`config.mk`:
```
export PLATFORM = sky130hd
export DESIGN_NAME = alu_mul_seq
export DESIGN_NICKNAME = d
export VERILOG_FILES = /design/src/rtl/alu_mul_seq_pkg.sv /design/src/rtl/alu_mul_seq.sv
export SDC_FILE = /design/constraint.sdc
export NUM_CORES = 1
export LEC_CHECK = 0
export CAP_MARGIN = 20
export CORE_MARGIN = 2
export CORE_UTILIZATION = 40
export DETAILED_ROUTE_END_ITERATION = 10
export GPL_ROUTABILITY_DRIVEN = 1
export PLACE_DENSITY_LB_ADDON = 0.08
export SLEW_MARGIN = 15
export SYNTH_ARGS = -nofsm -noshare
export SYNTH_HDL_FRONTEND = slang
export SYNTH_SLANG_ARGS = --single-unit
```
`constraint.sdc`:
```
create_clock -name i_clk -period 1.9 [get_ports i_clk]
set_clock_uncertainty 0.15 [all_clocks]
set_input_delay 0.285 -clock i_clk [delete_from_list [all_inputs] [get_ports i_clk]]
set_output_delay 0.285 -clock i_clk [all_outputs]
set_load 0.03 [all_outputs]
```
`src/rtl/alu_mul_seq_pkg.sv`:
```
// Shared types and constants for the shift-and-add multiply sequencer.
// Build option: ALU_MUL_SEQ_ZERO_SKIP_EN selects zero-bit skipping
// (variable latency). When it is undefined, every iteration runs through the ALU.
package alu_mul_seq_pkg;

    typedef enum logic [2:0] {
        IDLE  = 3'd0,
        ADD   = 3'd1,
        READ  = 3'd2,
        SHIFT = 3'd3,
        DONE  = 3'd4
    } state_e;

    localparam logic [1:0] ALU_OP_ADD   = 2'b00;
    localparam logic [1:0] ALU_OP_AND   = 2'b01;
    localparam logic [1:0] ALU_OP_XOR   = 2'b10;
    localparam logic [1:0] ALU_OP_SHIFT = 2'b11;

    localparam int         MUL_ITERATIONS = 8;
    localparam logic [2:0] LAST_ITER      = 3'(MUL_ITERATIONS - 1);

`ifdef ALU_MUL_SEQ_ZERO_SKIP_EN
    localparam bit ZERO_SKIP_EN = 1'b1;
`else
    localparam bit ZERO_SKIP_EN = 1'b0;
`endif

    // First state of an iteration. A zero multiplier bit bypasses the ALU
    // only when skipping is enabled.
    function automatic state_e iter_entry_state(input logic mbit_i);
        if (mbit_i || !ZERO_SKIP_EN) begin
            iter_entry_state = ADD;
        end else begin
            iter_entry_state = SHIFT;
        end
    endfunction

    // Value placed on the bus for the ALU add. A zero bit adds 0x00, so the
    // constant-time build still runs the ALU path without changing the sum.
    function automatic logic [7:0] add_operand(input logic [7:0] mcand_i,
                                               input logic       mbit_i);
        if (mbit_i) begin
            add_operand = mcand_i;
        end else begin
            add_operand = 8'h00;
        end
    endfunction

endpackage

```
`src/rtl/alu_mul_seq.sv`:
```
// Unsigned 8x8->16 shift-and-add multiplier that drives the shared 8-bit ALU.
// The ALU A operand is acc_hi. The multiplicand is placed on the shared bus
// in ADD. The registered ALU sum and carry are read back in READ.
// Build option: ALU_MUL_SEQ_ZERO_SKIP_EN. When it is defined, zero multiplier
// bits take a one-cycle SHIFT state. When it is undefined, the latency is a
// constant 16 cycles.
// All outputs come from registers. No input reaches an output combinationally.
module alu_mul_seq
    import alu_mul_seq_pkg::*;
(
    input  logic        i_clk,
    input  logic        i_nReset,
    input  logic        i_start,
    input  logic [7:0]  i_multiplicand,
    input  logic [7:0]  i_multiplier,
    output logic        o_busy,
    output logic        o_done,
    output logic [15:0] o_product,
    output logic [7:0]  o_aluA,
    output logic [7:0]  o_bus,
    output logic        o_busNOE,
    input  logic [7:0]  i_bus,
    input  logic        i_flagCarry,
    output logic        o_ctrlAluYNWE,
    output logic        o_ctrlAluNOE,
    output logic        o_ctrlAluSub,
    output logic [1:0]  o_ctrlAluOp
);

    state_e     state_q, state_d;
    logic [7:0] acc_hi_q, acc_hi_d;
    logic [7:0] acc_lo_q, acc_lo_d;
    logic [7:0] mcand_q, mcand_d;
    logic [2:0] iter_q, iter_d;
    logic       advance_s;

    logic       busy_q, busy_d;
    logic       done_q, done_d;
    logic [7:0] bus_q, bus_d;
    logic       bus_noe_q, bus_noe_d;
    logic       alu_ynwe_q, alu_ynwe_d;
    logic       alu_noe_q, alu_noe_d;

    // Next-state and datapath update for the multiply sequence.
    always_comb begin
        state_d   = state_q;
        acc_hi_d  = acc_hi_q;
        acc_lo_d  = acc_lo_q;
        mcand_d   = mcand_q;
        iter_d    = iter_q;
        advance_s = 1'b0;
        case (state_q)
            IDLE: begin
                if (i_start) begin
                    mcand_d  = i_multiplicand;
                    acc_lo_d = i_multiplier;
                    acc_hi_d = 8'h00;
                    iter_d   = 3'd0;
                    state_d  = iter_entry_state(i_multiplier[0]);
                end else begin
                    state_d = IDLE;
                end
            end
            ADD: begin
                state_d = READ;
            end
            READ: begin
                // The 9-bit partial sum {carry, result} shifts right into the accumulator.
                acc_hi_d  = {i_flagCarry, i_bus[7:1]};
                acc_lo_d  = {i_bus[0], acc_lo_q[7:1]};
                advance_s = 1'b1;
            end
            SHIFT: begin
                acc_hi_d  = {1'b0, acc_hi_q[7:1]};
                acc_lo_d  = {acc_hi_q[0], acc_lo_q[7:1]};
                advance_s = 1'b1;
            end
            DONE: begin
                state_d = IDLE;
            end
            default: begin
                state_d = IDLE;
            end
        endcase

        if (advance_s) begin
            if (iter_q == LAST_ITER) begin
                state_d = DONE;
            end else begin
                iter_d  = iter_q + 3'd1;
                // acc_lo_q[1] is the post-shift LSB, which is the next multiplier bit.
                state_d = iter_entry_state(acc_lo_q[1]);
            end
        end else begin
            iter_d = iter_d;
        end
    end

    // Output decode of the upcoming state. It is registered so that outputs
    // are clean Moore signals.
    always_comb begin
        busy_d     = (state_d != IDLE);
        done_d     = 1'b0;
        bus_d      = 8'h00;
        bus_noe_d  = 1'b1;
        alu_ynwe_d = 1'b1;
        alu_noe_d  = 1'b1;
        case (state_d)
            ADD: begin
                bus_d      = add_operand(mcand_d, acc_lo_d[0]);
                bus_noe_d  = 1'b0;
                alu_ynwe_d = 1'b0;
            end
            READ: begin
                alu_noe_d = 1'b0;
            end
            DONE: begin
                done_d = 1'b1;
            end
            default: begin
                done_d = 1'b0;
            end
        endcase
    end

    // State, datapath and output registers with synchronous active-low reset.
    always_ff @(posedge i_clk) begin
        if (!i_nReset) begin
            state_q    <= IDLE;
            acc_hi_q   <= 8'h00;
            acc_lo_q   <= 8'h00;
            mcand_q    <= 8'h00;
            iter_q     <= 3'd0;
            busy_q     <= 1'b0;
            done_q     <= 1'b0;
            bus_q      <= 8'h00;
            bus_noe_q  <= 1'b1;
            alu_ynwe_q <= 1'b1;
            alu_noe_q  <= 1'b1;
        end else begin
            state_q    <= state_d;
            acc_hi_q   <= acc_hi_d;
            acc_lo_q   <= acc_lo_d;
            mcand_q    <= mcand_d;
            iter_q     <= iter_d;
            busy_q     <= busy_d;
            done_q     <= done_d;
            bus_q      <= bus_d;
            bus_noe_q  <= bus_noe_d;
            alu_ynwe_q <= alu_ynwe_d;
            alu_noe_q  <= alu_noe_d;
        end
    end

    assign o_busy        = busy_q;
    assign o_done        = done_q;
    assign o_product     = {acc_hi_q, acc_lo_q};
    assign o_aluA        = acc_hi_q;
    assign o_bus         = bus_q;
    assign o_busNOE      = bus_noe_q;
    assign o_ctrlAluYNWE = alu_ynwe_q;
    assign o_ctrlAluNOE  = alu_noe_q;
    assign o_ctrlAluSub  = 1'b0;
    assign o_ctrlAluOp   = ALU_OP_ADD;

endmodule

```
==> impl_metrics.tcl <==
set metrics [dict create \
    path_cells "clkdlybuf4s50_1" \
    die_width_um 71.14 \
    cts_tree "built" \
    r2r_start "iter_q[0]" \
    power.density_mw_per_mm2 784.7 \
    arrival_ns 1.41 \
    status "finished, final reports clean" \
    hpwl_mm 2.861 \
    placed_area_mm2 0.002504 \
    critPathCaptureType "output port" \
    vias 1559 \
    stdcell_area_mm2 0.002599 \
    fin_nets 294 \
    clockRootBuffer "clkbuf_8" \
    cts_buffers 5 \
    clockBufferDepth 2 \
    yosysSeqAreaShare 0.4663 \
    cp_slowest_cell "clkdlybuf4s50_1" \
    path_buf_inv 1 \
    place_congestion 0.7419 \
    slew_violations 0 \
    cts.sinks 42 \
    finalCritPeriodShare 0.9716 \
    viasPerCell 4.918 \
    grt_overflow 0 \
    synth_edf_count 0 \
    cp.required_ns 1.46 \
    avgRoutedWirePerCell_um 12.78 \
    rsz0062_at_grt "no" \
    max_stage_delay_ns 0.71 \
    diodes 0 \
    antenna_left 0 \
    synthTopCellsByArea "dfxtp_1 47%, nor2b_1 7.3%, a21oi_1 5.3%, buf_4 5.0%, mux2i_1 4.4%" \
    instances_no_fill 317 \
    row_count 24 \
    clkLatencyLatePin_ns 0.30 \
    drt_iter0_drc 53 \
    ys_async_sr_fraction 0 \
    p_leak_uw 0.001077 \
    route.detailed.drc 0 \
    holdPathStages 2 \
    grt_pass1_vias 1442 \
    whs_endpoint "iter_q[2]" \
    yosysWarningCount 0 \
    portBuffers 64 \
    grt_pass1_wl_mm 6.796 \
    fin_setup_tns_ns 0 \
    peakVddDrop_mv 0.2995 \
    clk_pin_slew_worst_paths_ns 0.09 \
    grtUsageTotal 0.1706 \
    max_cap_viol_count 0 \
    start_kind "flop" \
    fillers 406 \
    finalHoldViolCount 0 \
    hold_buffers 0 \
    yosysTopAreaCellShare 0.4663 \
    synth_cell_types 32 \
    power.total_uw 2039 \
    synthFlopType "dfxtp_1" \
    crit_fanout 4 \
    antenna_found_initial 0 \
    cp_top_family "buffers and inverters" \
    avgSynthCellArea_um2 9.106 \
    area_delta_synth_final_pct 44.14 \
    hold_path.startpoint "iter_q[2]" \
    setup_viol 0 \
    dp_cells 309 \
    r2r_cells 6 \
    die_area_mm2 0.005060 \
    synth_top_cell_by_area "dfxtp_1" \
    netlist_top_cells_count "42 x dfxtp_1, 21 x nor2b_1, 19 x a21oi_1, 12 x buf_4" \
    htreeDepth 2 \
    syn-cell-area_mm2 0.001803 \
    synth-seq-cells 42 \
    drive_gt1_frac 0.1019 \
    die_h_um 71.14 \
    min_period_ns 1.846 \
    grt_max_degree 29 \
    core-area_mm2 0.004354 \
    r2r-end "iter_q[0]" \
    yosys.cell_count.top_type "dfxtp_1" \
    initial_utilization 0.4141 \
    r2r_setup_slack_ns 0.13 \
    wl_mm 4.051 \
    synthCells 198 \
    path_class "flop to output port" \
    ioPinCount 68 \
    max_freq_mhz 541.7 \
    firstDrtPassIters 4 \
    hold_path.class "flop to flop" \
]
## stage by stage
step | utilization | worst slack (ns) | hold slack, ns
after CTS | 0.5963 | 0.04071 | 0.3276
after floorplan | - | 0.2574 | 0.2987
after global placement | 0.5750 | -0.05281 | 0.3097
after detailed placement | 0.5750 | -0.08537 | 0.3152
final | 0.5968 | 0.05402 | 0.3248
after global routing | 0.5968 | 0.01475 | 0.3696
## cells in the final DEF (no fill, tap or decap), drive strengths merged
master / Yosys / routed
clkinvlp: 0 / 2
dlymetal6s2s: 0 / 1
or4b: 1 / 1
o2bb2ai: 6 / 6
o21a: 2 / 2
clkdlybuf4s50: 0 / 63
and3b: 1 / 1
dfxtp: 42 / 42
nor2: 8 / 8
nor2b: 21 / 21
clkbuf: 7 / 5
a21boi: 2 / 2
conb: 1 / 3
or3b: 1 / 1
buf: 17 / 17
nor4bb: 1 / 1
o22ai: 8 / 8
nand3: 3 / 3
a22o: 1 / 1
and3: 2 / 2
nand2: 6 / 6
inv: 11 / 12
nor3b: 2 / 2
a21oi: 19 / 19
mux2i: 8 / 8
nand2b: 1 / 1
a22oi: 6 / 6
ha: 2 / 2
o21ai: 12 / 12
and2: 7 / 7
## cell families (layout without fill, tap and decap cells)
family          after synthesis  count (layout)  synth area share
compound gates               56              56            0.1894
fa+ha+maj                     2               2           0.01388
buf+inv                      35             100            0.1076
flops                        42              42            0.4663
mux                           8               8           0.04442
other cells                   1               3          0.002080
simple gates                 54              54            0.1763
## registers in the layout (all words and copies together), names as in the netlist
register / flops
o_bus: 8
iter_q: 3
o_ctrlAluNOE: 1
o_busy: 1
acc_lo_q: 8
o_ctrlAluYNWE: 1
o_aluA: 8
o_done: 1
state_q: 3
mcand_q: 8
## repair_timing
item / CTS / global route
endpoints found under the hold margin: 0 / 0
setup endpoints to repair: 0 / 1
setup buffers: 0 / 0
resized for setup: 0 / 1
## metal layers
metal / GRT usage / routed length, um / vias up
met2: 0.2606 / 1771 / 42
li1: - / - / 799
met4: 0.05660 / 58 / 0
met3: 0.05413 / 220 / 7
met1: 0.2292 / 2000 / 711
met5: 0 / 0 / -
## cell type report
class                   count  area (um^2)  share of cell area
repair buffers             81        783.3              0.3014
clock inverters             3        23.77            0.009148
clock buffers               5        68.82             0.02648
flip-flops and latches     42        840.8              0.3235
inverters                  11        41.29             0.01589
multi-input cells         123        775.7              0.2985
well taps                  52        65.06             0.02504
## power breakdown
group	internal [uW]	switching [uW]	total, uW
sequential	930	37.6	968
clock	263	327	590
combinational	240	241	482
## how the worst max path moves through the flow
stage / start / end / slack, ns / depth (start not counted)
after global placement: i_start / iter_q[0] / -0.05 / 5
after global routing: o_aluA[2] / o_product[10] / 0.01 / 1
after CTS: o_aluA[7] / o_aluA[7] / 0.04 / 1
after floorplan: iter_q[0] / iter_q[0] / 0.26 / 6
final: o_aluA[7] / o_product[15] / 0.05 / 1
after detailed placement: i_start / iter_q[0] / -0.09 / 5
Note: power is estimated with default switching activity, not from simulation.
